### config.mk
export PLATFORM = sky130hd
export DESIGN_NAME = mem_arbiter
export DESIGN_NICKNAME = d
export VERILOG_FILES = /design/src/rtl/mem_arbiter.sv
export SDC_FILE = /design/constraint.sdc
export NUM_CORES = 1
export LEC_CHECK = 0
export BUFFER_PORTS_ARGS = -buffer_cell sky130_fd_sc_hd__buf_2
export CORE_AREA = 2 2 116 118
export DETAILED_ROUTE_END_ITERATION = 10
export DIE_AREA = 0 0 118 120
export PLACE_DENSITY = 0.62
export SLEW_MARGIN = 40
export SYNTH_ARGS = -nofsm -noshare
export SYNTH_HDL_FRONTEND = slang
export SYNTH_SLANG_ARGS = --single-unit
### constraint.sdc
create_clock -name clk -period 1.8 [get_ports clk]
set_input_delay 0.36 -clock clk [delete_from_list [all_inputs] [get_ports clk]]
set_output_delay 0.36 -clock clk [all_outputs]
set_load 0.05 [all_outputs]
### src/rtl/mem_arbiter.sv
// Two-port arbiter and sequencer for a shared single-port word memory.
// Grants one requester per cycle, drives the memory, and returns read data one cycle later.
module mem_arbiter #(
  parameter int unsigned DEPTH     = 100,
  parameter bit          FIXED_PRI = 1'b0
) (
  input  logic        clk,
  input  logic        rst_n,
  input  logic        req0,
  input  logic        we0,
  input  logic [31:0] addr0,
  input  logic [31:0] wdata0,
  output logic        gnt0,
  output logic        rvalid0,
  output logic [31:0] rdata0,
  output logic        err0,
  input  logic        req1,
  input  logic        we1,
  input  logic [31:0] addr1,
  input  logic [31:0] wdata1,
  output logic        gnt1,
  output logic        rvalid1,
  output logic [31:0] rdata1,
  output logic        err1,
  output logic        mem_wr,
  output logic [31:0] mem_address,
  output logic [31:0] mem_data_in,
  input  logic [31:0] mem_data_out
);

  localparam int unsigned AW = 32;
  localparam int unsigned DW = 32;

  // rr_q holds the most recent winner; reset to 1 so port 0 wins the first conflict
  logic          rr_q, rr_d;
  logic          rd_pend_q, rd_pend_d;
  logic          rd_owner_q, rd_owner_d;
  logic          rd_oor_q, rd_oor_d;
  logic          err0_q, err0_d;
  logic          err1_q, err1_d;
  logic [DW-1:0] rdata0_q, rdata0_d;
  logic [DW-1:0] rdata1_q, rdata1_d;

  logic          any_gnt;
  logic          sel_we;
  logic [AW-1:0] sel_addr;
  logic [DW-1:0] sel_wdata;
  logic          in_range;
  logic [DW-1:0] rd_word;

  // Arbitration; grants are held off while reset is asserted
  always_comb begin
    gnt0 = 1'b0;
    gnt1 = 1'b0;
    if (rst_n) begin
      if (req0 && req1) begin
        if (FIXED_PRI || (rr_q == 1'b0)) gnt1 = 1'b1;
        else                             gnt0 = 1'b1;
      end else begin
        gnt0 = req0;
        gnt1 = req1;
      end
    end
  end

  // Memory drive for the granted port
  always_comb begin
    any_gnt   = gnt0 | gnt1;
    sel_we    = gnt1 ? we1    : we0;
    sel_addr  = gnt1 ? addr1  : addr0;
    sel_wdata = gnt1 ? wdata1 : wdata0;
    in_range  = (sel_addr < AW'(DEPTH));
    mem_wr      = any_gnt & sel_we & in_range;
    mem_address = any_gnt ? sel_addr  : '0;
    mem_data_in = any_gnt ? sel_wdata : '0;
  end

  // Read response path; the idle port's rdata keeps its last value
  always_comb begin
    rvalid0  = rd_pend_q & ~rd_owner_q;
    rvalid1  = rd_pend_q &  rd_owner_q;
    rd_word  = rd_oor_q ? '0 : mem_data_out;
    rdata0   = rvalid0 ? rd_word : rdata0_q;
    rdata1   = rvalid1 ? rd_word : rdata1_q;
    err0     = err0_q;
    err1     = err1_q;
    rdata0_d = rdata0;
    rdata1_d = rdata1;
  end

  // Next-state for pointer, read pipeline and error pulses
  always_comb begin
    rr_d       = rr_q;
    rd_pend_d  = 1'b0;
    rd_owner_d = rd_owner_q;
    rd_oor_d   = 1'b0;
    err0_d     = 1'b0;
    err1_d     = 1'b0;
    if (any_gnt) begin
      rr_d       = gnt1;
      rd_pend_d  = ~sel_we;
      rd_owner_d = gnt1;
      rd_oor_d   = ~in_range;
      err0_d     = gnt0 & ~in_range;
      err1_d     = gnt1 & ~in_range;
    end
  end

  always_ff @(posedge clk or negedge rst_n) begin
    if (!rst_n) begin
      rr_q       <= 1'b1;
      rd_pend_q  <= 1'b0;
      rd_owner_q <= 1'b0;
      rd_oor_q   <= 1'b0;
      err0_q     <= 1'b0;
      err1_q     <= 1'b0;
      rdata0_q   <= '0;
      rdata1_q   <= '0;
    end else begin
      rr_q       <= rr_d;
      rd_pend_q  <= rd_pend_d;
      rd_owner_q <= rd_owner_d;
      rd_oor_q   <= rd_oor_d;
      err0_q     <= err0_d;
      err1_q     <= err1_d;
      rdata0_q   <= rdata0_d;
      rdata1_q   <= rdata1_d;
    end
  end

endmodule

==> results of run 1 <==
-- per-layer routing --
metal | part of all wire (%) | track usage [%] | vias to the layer above
li1 | - | - | 2558
met1 | 34 | 34.56 | 2883
met2 | 52 | 60.03 | 371
met3 | 7.6 | 8.603 | 122
met4 | 6.4 | 18.30 | 0
met5 | 0 | 0 | -
-- worst reg2reg max path, stage by stage (launching register included) --
cell	delay, ps
dfstp_2	540
nand2_2	60
nand3_4	110
buf_4	180
buf_12	150
mux2i_4	290
buf_4	140
nor2b_1	180
-- Yosys cell counts, types with 2 or more instances --
cell	n
nor3_1	2
dfrtp_1	69
nor2_1	2
nand2b_1	33
nand2_1	203
o21ai_1	65
buf_2	6
nor2b_1	2
a21oi_1	66
nor4_1	9
buf_1	3
clkbuf_1	27
inv_2	2
-- repair_timing --
item	in CTS	in global routing
hold buffers	0	0
buffers inserted	59	32
gates cloned	21	6
pin swaps	75	54
setup endpoints to repair	132	132
gates resized for setup	561	176
-- cell type report --
type / count / area (um^2)
repair buffers: 456 / 4528
well taps: 176 / 220.2
clock inverters: 5 / 106.4
fillers: 566 / 1743
diodes: 8 / 20.02
flip-flops and latches: 70 / 1755
inverters: 4 / 27.53
clock buffers: 11 / 242.7
multi-input cells: 396 / 4337
-- worst max path at each step --
stage | cells past startpoint | to | start | slack (ps)
final | 7 | mem_address[2] | rr_q | -490
after CTS | 6 | mem_wr | addr1[7] | -450
after global placement | 7 | mem_wr | addr1[27] | -510
after floorplan | 6 | mem_wr | rr_q | -270
after global routing | 7 | mem_address[2] | rr_q | -520
after detailed placement | 7 | mem_wr | addr1[27] | -490
-- logic make-up after synthesis --
group / count (synthesis) / share of synthesized area [%]
simple gates: 260 / 30.42
mux: 1 / 0.2646
flops: 70 / 46.33
compound gates: 134 / 18.19
buf+inv: 42 / 4.795
-- stage by stage --
stage / setup WS (ps) / instance area (um^2)
global route: -515.6 / 11240
finish: -492.8 / 11240
floorplan: -269.5 / 4688
CTS: -446.5 / 10400
detailed placement: -492.4 / 6914
global placement: -510.0 / 6910
-- state kept, by name (all words and copies together) (netlist names) --
register,cells
rd_pend_q,1
rr_q,1
rd_owner_q,1
rd_oor_q,1
err0,1
rdata1_q,32
err1,1
rdata0_q,32
-- layout by cell type, fill, tap and decap left out, types with 2 or more instances in the layout --
master       n
nand2_2     78
nand2b_4    19
nand2b_2     7
buf_2      165
a21oi_2      4
dfrtp_2      2
nor2b_1      2
buf_6      103
clkbuf_16   14
nor4_1       7
or4_4        2
nor2_1       2
nand2_1     41
dfrtp_1     67
buf_12      45
nand2b_1     8
nand2_4     84
buf_16       9
nor4_4       2
clkinv_4     2
a21oi_4     61
buf_4       89
buf_8       40
diode_2      8
nor3_1       2
bufinv_16    3
o21ai_4     64
-- where the power goes --
| group | leakage [uW] | internal [uW] | switching, uW |
|---|---|---|---|
| Clock | 0.000166 | 1400 | 752 |
| Combinational | 0.00404 | 2920 | 3990 |
| Sequential | 0.000882 | 2000 | 357 |
| Total | 0.00509 | 6310 | 5100 |
==> impl_metrics.toml, run 1 <==
[route]
drcViolationCount = 0
vias = 5934
wl_um = 26730
drt_iter0_markers = 326
vias_per_cell = 5.270
ant_nets = 0
first_pass_iters = 5
avgRoutedWirePerCell_um = 23.73

[worst_setup_path]
endpoint_kind = "primary output"
crit_type = "reg2out"
reg2reg_slack_ps = 70
slowest_delay_ps = 540
r2r_start = "rr_q"
critical_path.top_delay_family = "flip-flops"
cp_cell_sequence = "nand2_2 > nand3_4 > buf_4 > buf_12 > nand2_1 > a21oi_2 > buf_6"
cp_num_buf_inv = 3
critical_path_arrival_ps = 1930
r2r-end = "rd_pend_q"
reg2reg_depth = 7
worstSetupStartpointType = "flop"
required_ps = 1440
critPathMaxFanout = 11
crit_slowest_cell = "dfstp_2"

[grt]
antenna_found_initial = 8
grt_pass1_wl_um = 35930
grt_pass1_vias = 6390
grt_max_degree = 71
overflow = 0
track_usage_pct = 32.98

[timing]
finalMaxSlewViolations = 0
slew_headroom_pct = 55.55
worst_pin_slew_ps = 666.7
hold_ws_ps = 296.0
finalSetupViolCount = 132
fmax_mhz = 436.2
fin_crit_sh_pct = 127.4
period_needed_ps = 2293
tns_ps = -34610
rsz0062_at_grt = "true"
hold_violations = 0
finClkSkew_ps = 6.011
fin_ws_ps = -492.8

[logic_synthesis]
synthTopCellsByArea = "dfrtp_1, nand2_1, a21oi_1"
synth_cell_types = 31
yosys.area.top_type = "dfrtp_1"
postSynth.asyncResetShare_pct = 100.0
synth_ff_type = "dfrtp_1"
synth_seq_cells = 70
syn_avg_cell_area_um2 = 7.463
seq_area_frac_synth_pct = 46.33
yosysWarnings = 0
synth_nets = 673
synthCells = 507
synth_edf_count = 0
synth_top_area_share_pct = 45.63
synthesis.area_um2 = 3784

[die]
rows = 42
start_util_pct = 29.15
fp.dieW_um = 118
die_y_um = 120
io_pins = 301
core_um2 = 12980
die_area_um2 = 14160

[cts]
clock_path_buffers = 2
clk_latency_ps = 340
cts_tree = "built"
cts-buffers-inserted = 9
cts-htree-levels = 3
clock-sinks = 70
root_buffer = "clkbuf_16"
clk_pin_slew_ps = 60

[finish]
stdcell_count = 1126
layout-drive-gt1-share_pct = 85.56
postLayoutCoreUtil_pct = 86.57
nets = 1103
syn_to_final_growth_pct = 197.0

[placed_design]
gp_congestion = 0.9240
place_hpwl_um = 12580
dp.cells = 997
numPortBuffers = 300

[power]
p_per_area_nw_per_um2 = 1015
vdd_drop_max_v = 0.0006517
power_uw = 11410
power.static_leakage_uw = 0.005087

[worst_hold_path]
hold_path.class = "in2async"

[status]
outcome = "finished with violations"
violations = "negative setup slack"

[flow_run]
max_cap_viol_count = 0
Note: power is estimated with default switching activity, not from simulation.
==> inputs of run 2 (changes only) <==
Settings changed: ABC_AREA set to 1, CORE_AREA 2 2 116 118 to 2 2 117 119, DIE_AREA 0 0 118 120 to 0 0 119 121.
Clock period 1.8 ns to 2.3 ns, I/O delays scaled along.
==> impl_metrics.toml, run 2 <==
[status]
outcome = "finished with violations"
violations = "negative setup slack"

[placed_design]
place_hpwl_um = 12830
numPortBuffers = 300
gp_congestion = 0.8606
dp_slack_ps = -97.45
dpl_cell_area_um2 = 6771

[logic_synthesis]
synth_nets = 753
postSynth.asyncResetShare_pct = 100.0
seq_area_frac_synth_pct = 42.28
synthesis.area_um2 = 4146
yosys.area.top_type = "dfrtp_1"
synth_top_family_by_area = "simple AND/OR/NAND/NOR gates"
synth_commonest_cells = "nand2_1, dfrtp_1, nor2_1"
synth-adder-area-share_pct = 0
synthCells = 587
synth_cell_types = 23
synthTopCellsByArea = "dfrtp_1, nand2_1, mux2_2"
synth-simple-area-share_pct = 32.23
synth_xor_area_share_pct = 0
synth_ff_type = "dfrtp_1"
syn_avg_cell_area_um2 = 7.064
synth_compound_area_share_pct = 6.880
yosysWarnings = 0
post-synth-top-count-cell = "nand2_1"
synth_top_area_share_pct = 41.64
synth_edf_count = 0
muxShareOfSynthArea_pct = 8.690
synth_seq_cells = 70

[cts]
cts-htree-levels = 3
root_buffer = "clkbuf_16"
cts_tree = "built"
cts-buffers-inserted = 9
clock_path_buffers = 2
clk_pin_slew_ps = 50
clock-sinks = 70
clk_latency_ps = 330
cts_hold_buf = 0

[power]
p_per_area_nw_per_um2 = 955.1
vdd_drop_max_v = 0.0004661
power.static_leakage_uw = 0.004450

[die]
fp.dieW_um = 119
rows = 42
die_y_um = 121
start_util_pct = 31.69
core_um2 = 13090
die_area_um2 = 14400
io_pins = 301

[timing]
hold_violations = 0
fin_ws_ps = -285.7
rsz0062_at_grt = "true"
worst_pin_slew_ps = 639.0
slew_headroom_pct = 57.40
finalMaxSlewViolations = 0
finClkSkew_ps = 5.369
fmax_mhz = 386.7
tns_ps = -14250
fin_crit_sh_pct = 112.4
finalSetupViolCount = 65
period_needed_ps = 2586

[grt]
grt_pass1_wl_um = 26230
antenna_found_initial = 0
overflow = 0
grt_max_degree = 71
track_usage_pct = 23.52
grt_pass1_vias = 5143

[worst_setup_path]
crit_type = "reg2out"
critPathMaxFanout = 8
worstSetupStartpointType = "flop"
reg2reg_depth = 11
startpoint = "rr_q"
endpoint_kind = "primary output"
cp-endpoint = "mem_data_in[19]"
r2r_start = "rr_q"
critical_path_arrival_ps = 2130
reg2reg_slack_ps = 450
required_ps = 1840
r2r-end = "err0"

[finish]
layout-drive-gt1-share_pct = 56.43
final_cell_mix = "nand2_1, buf_2, dfrtp_1"
fill_cells = 1104
antenna_cells = 0
layout_commonest_cell = "nand2_1"
stdcell_area_um2 = 8237
syn_to_final_growth_pct = 98.64
nets = 1125
top_regs = "rdata0_q (32), rdata1_q (32)"

[route]
ant_nets = 0
avgRoutedWirePerCell_um = 15.86
drt_iter0_markers = 216
wl_um = 18080
vias_per_cell = 4.593
vias = 5236
drcViolationCount = 0
first_pass_iters = 5

[flow_run]
max_cap_viol_count = 0

[worst_hold_path]
hold_path.class = "in2async"
run 2: area by class of cell:
| cell class | instances | area, um^2 | area share (%) |
|---|---|---|---|
| clock buffer | 10 | 239.0 | 2.901 |
| clock inverter | 6 | 68.82 | 0.8355 |
| timing repair buffer | 394 | 3052 | 37.05 |
| inverter | 59 | 224.0 | 2.719 |
| multi-input combinational | 425 | 2680 | 32.54 |
| sequential | 70 | 1753 | 21.28 |
| tap | 176 | 220.2 | 2.674 |
run 2: power by group:
group	switching, uW	internal, uW	total [uW]
clock	514	873	1390
combinational	3280	1360	4640
sequential	128	1710	1840
total	3920	3940	7870
run 2: layer usage:
layer / track usage (%) / vias to the layer above / routed length, um
li1: - / 2550 / -
met1: 24.01 / 2394 / 6293
met2: 44.54 / 236 / 9650
met3: 7.519 / 56 / 1356
met4: 8.854 / 0 / 783
met5: 0 / - / 0
run 2: worst max-delay path: stages (launching register included):
cell,delay [ps]
dfstp_2,550
nand2_4,80
inv_2,70
nor2_4,50
buf_12,140
buf_6,120
nor2_4,150
buf_6,150
buf_12,140
buf_12,140
a21oi_4,40
buf_6,150
run 2: cells by family after synthesis:
group                  after synthesis
buffers and inverters               92
DFF                                 70
and+or+nand+nor                    336
AOI/OAI and AO/OA                   57
muxes                               32
run 2: repair_timing:
item,in CTS,in global routing
gates cloned,6,0
pin swaps,4,25
setup buffers,11,4
resized for setup,145,77
setup endpoints to repair,65,109
run 2: how the worst min path moves through the flow:
stage	from	endpoint	slack, ps
after floorplan	rst_n	err0	160
after global placement	rdata1_q[0]	rdata1_q[0]	450
after detailed placement	rdata1_q[29]	rdata1_q[29]	460
after CTS	rst_n	rdata0_q[22]	380
after global routing	rst_n	rd_pend_q	420
final	rst_n	err1	340
run 2: stage by stage:
| stage | cells | hold slack, ps | total power (uW) | utilization [%] |
|---|---|---|---|---|
| 5_1_grt | 1140 | 422.3 | 8248 | 62.95 |
| 2_1_floorplan | 587 | 164.4 | 4929 | - |
| 4_1_cts | 1137 | 383.5 | 7798 | 59.94 |
| 3_5_place_dp | 1104 | 457.7 | 6072 | 51.75 |
| 6_report | 1140 | 343.2 | 7867 | 62.95 |
| 3_3_place_gp | 1104 | 453.7 | 6026 | 51.72 |
==> inputs of run 3 (changes only) <==
Settings changed: CORE_AREA 2 2 117 119 to 2 2 118 120, DIE_AREA 0 0 119 121 to 0 0 120 122, PLACE_DENSITY 0.62 to 0.61, TNS_END_PERCENT set to 10.
Clock period 2.3 ns to 3 ns, I/O delays scaled along.
==> impl_metrics.toml, run 3 (synthesis gave the netlist of run 2 again) <==
[finish]
final_cell_mix = "buf_2, nand2_1, dfrtp_1"
top_regs = "rdata0_q (32), rdata1_q (32)"
syn_to_final_growth_pct = 49.25
stdcell_area_um2 = 6188
stdcell_count = 1065
layout_commonest_cell = "buf_2"
nets = 1045
layout-drive-gt1-share_pct = 42.76

[timing]
slew_headroom_pct = 57.55
fin_crit_sh_pct = 95.19
worst_pin_slew_ps = 636.8
hold_violations = 0
finalMaxSlewViolations = 0
fin_ws_ps = 144.4
fmax_mhz = 350.2
rsz0062_at_grt = "false"
period_needed_ps = 2856
finalSetupViolCount = 0
finClkSkew_ps = 3.342

[placed_design]
dpl_cell_area_um2 = 5881
place_hpwl_um = 10990
numPortBuffers = 300
dp.cells = 1048
dp_slack_ps = 188.8
gp_congestion = 0.8816

[worst_setup_path]
cp_num_buf_inv = 3
crit_type = "reg2out"
critical_path_arrival_ps = 2260
critPathMaxFanout = 45
slowest_delay_ps = 540
critical_path.top_delay_family = "simple AND/OR/NAND/NOR gates"
required_ps = 2400
worstSetupStartpointType = "flop"
cp_cell_sequence = "nand2_2 > inv_2 > nor2_4 > nor2_4 > buf_12 > nor2_1 > buf_2"
cp_common_cell = "nor2_4"
endpoint_kind = "primary output"
crit_slowest_cell = "dfstp_2"

[cts]
postCtsSetupRepairBufs = 0
cts_resized = 0
clock-sinks = 70
clk_latency_ps = 330
cts_hold_buf = 0
clock_path_buffers = 2
cts-htree-levels = 3
cts-buffers-inserted = 9
clk_pin_slew_ps = 50
root_buffer = "clkbuf_16"
cts_tree = "built"

[grt]
grt_pass1_wl_um = 21730
track_usage_pct = 18.84
antenna_found_initial = 1
grt_max_degree = 71
overflow = 0
grt_pass1_vias = 4351

[flow_run]
max_cap_viol_count = 0

[die]
io_pins = 301
fp.dieW_um = 120
start_util_pct = 30.71
rows = 43
core_um2 = 13500
die_y_um = 122
die_area_um2 = 14640

[route]
drcViolationCount = 0
ant_nets = 0
wl_um = 14390
avgRoutedWirePerCell_um = 13.52
first_pass_iters = 4
drt_iter0_markers = 238
vias_per_cell = 4.427
vias = 4715

[power]
power.static_leakage_uw = 0.003799
p_per_area_nw_per_um2 = 887.0
power_uw = 5489
vdd_drop_max_v = 0.0002875

[status]
outcome = "finished clean"

[worst_hold_path]
hold_path.class = "in2async"
[run 3: final timing paths]
kind | start | to | slack, ps | cells after the start
max | rr_q | mem_address[3] | 140 | 7
min | rst_n | err1 | 390 | 2
max reg2reg | rr_q | err0 | 1110 | 13
min reg2reg | rdata1_q[1] | rdata1_q[1] | 470 | 2
max in group asynchronous | rst_n | rdata1_q[8] | 2170 | 2
min in group clk | rdata1_q[1] | rdata1_q[1] | 470 | 2
[run 3: cell type report]
cell class / instances / area, um^2
Clock buffer: 13 / 260.3
Clock inverter: 3 / 42.54
Timing Repair Buffer: 314 / 1680
Sequential cell: 70 / 1753
Antenna cell: 1 / 2.502
Tap cell: 180 / 225.2
Multi-Input combinational cell: 425 / 2001
Inverter: 59 / 224.0
Fill cell: 1452 / 7316
[run 3: layer usage]
metal / routed length, um / GRT usage [%]
met5: 0 / 0
met4: 228 / 6.618
met3: 1121 / 4.401
met2: 7143 / 32.88
met1: 5901 / 22.73
[run 3: report_power, final]
| group | total [uW] | switching (uW) | leakage [uW] | internal (uW) |
|---|---|---|---|---|
| clock network | 1060 | 376 | 0.000146 | 687 |
| logic | 3030 | 2320 | 0.00277 | 702 |
| registers | 1400 | 89.9 | 0.000879 | 1310 |
| total | 5490 | 2790 | 0.00380 | 2700 |
[run 3: worst reg2reg max path, stage by stage (launching register included)]
cell and delay [ps]:
dfstp_2 540, nand2_2 90, inv_2 80, nor2_4 70, buf_12 180, nand2_1 100, nand2_1 50, nor2_1 120
nand2_1 90, nor2_2 120, nand3_2 100, buf_4 160, nand2_1 50, inv_1 30
[run 3: through the flow]
stage	hold slack, ps	setup TNS [ps]	util, %
5_1_grt	447.6	0	45.81
6_report	387.7	0	45.83
3_3_place_gp	454.5	0	43.52
3_5_place_dp	457.6	0	43.55
4_1_cts	427.4	0	45.79
2_1_floorplan	304.4	-816.0	-
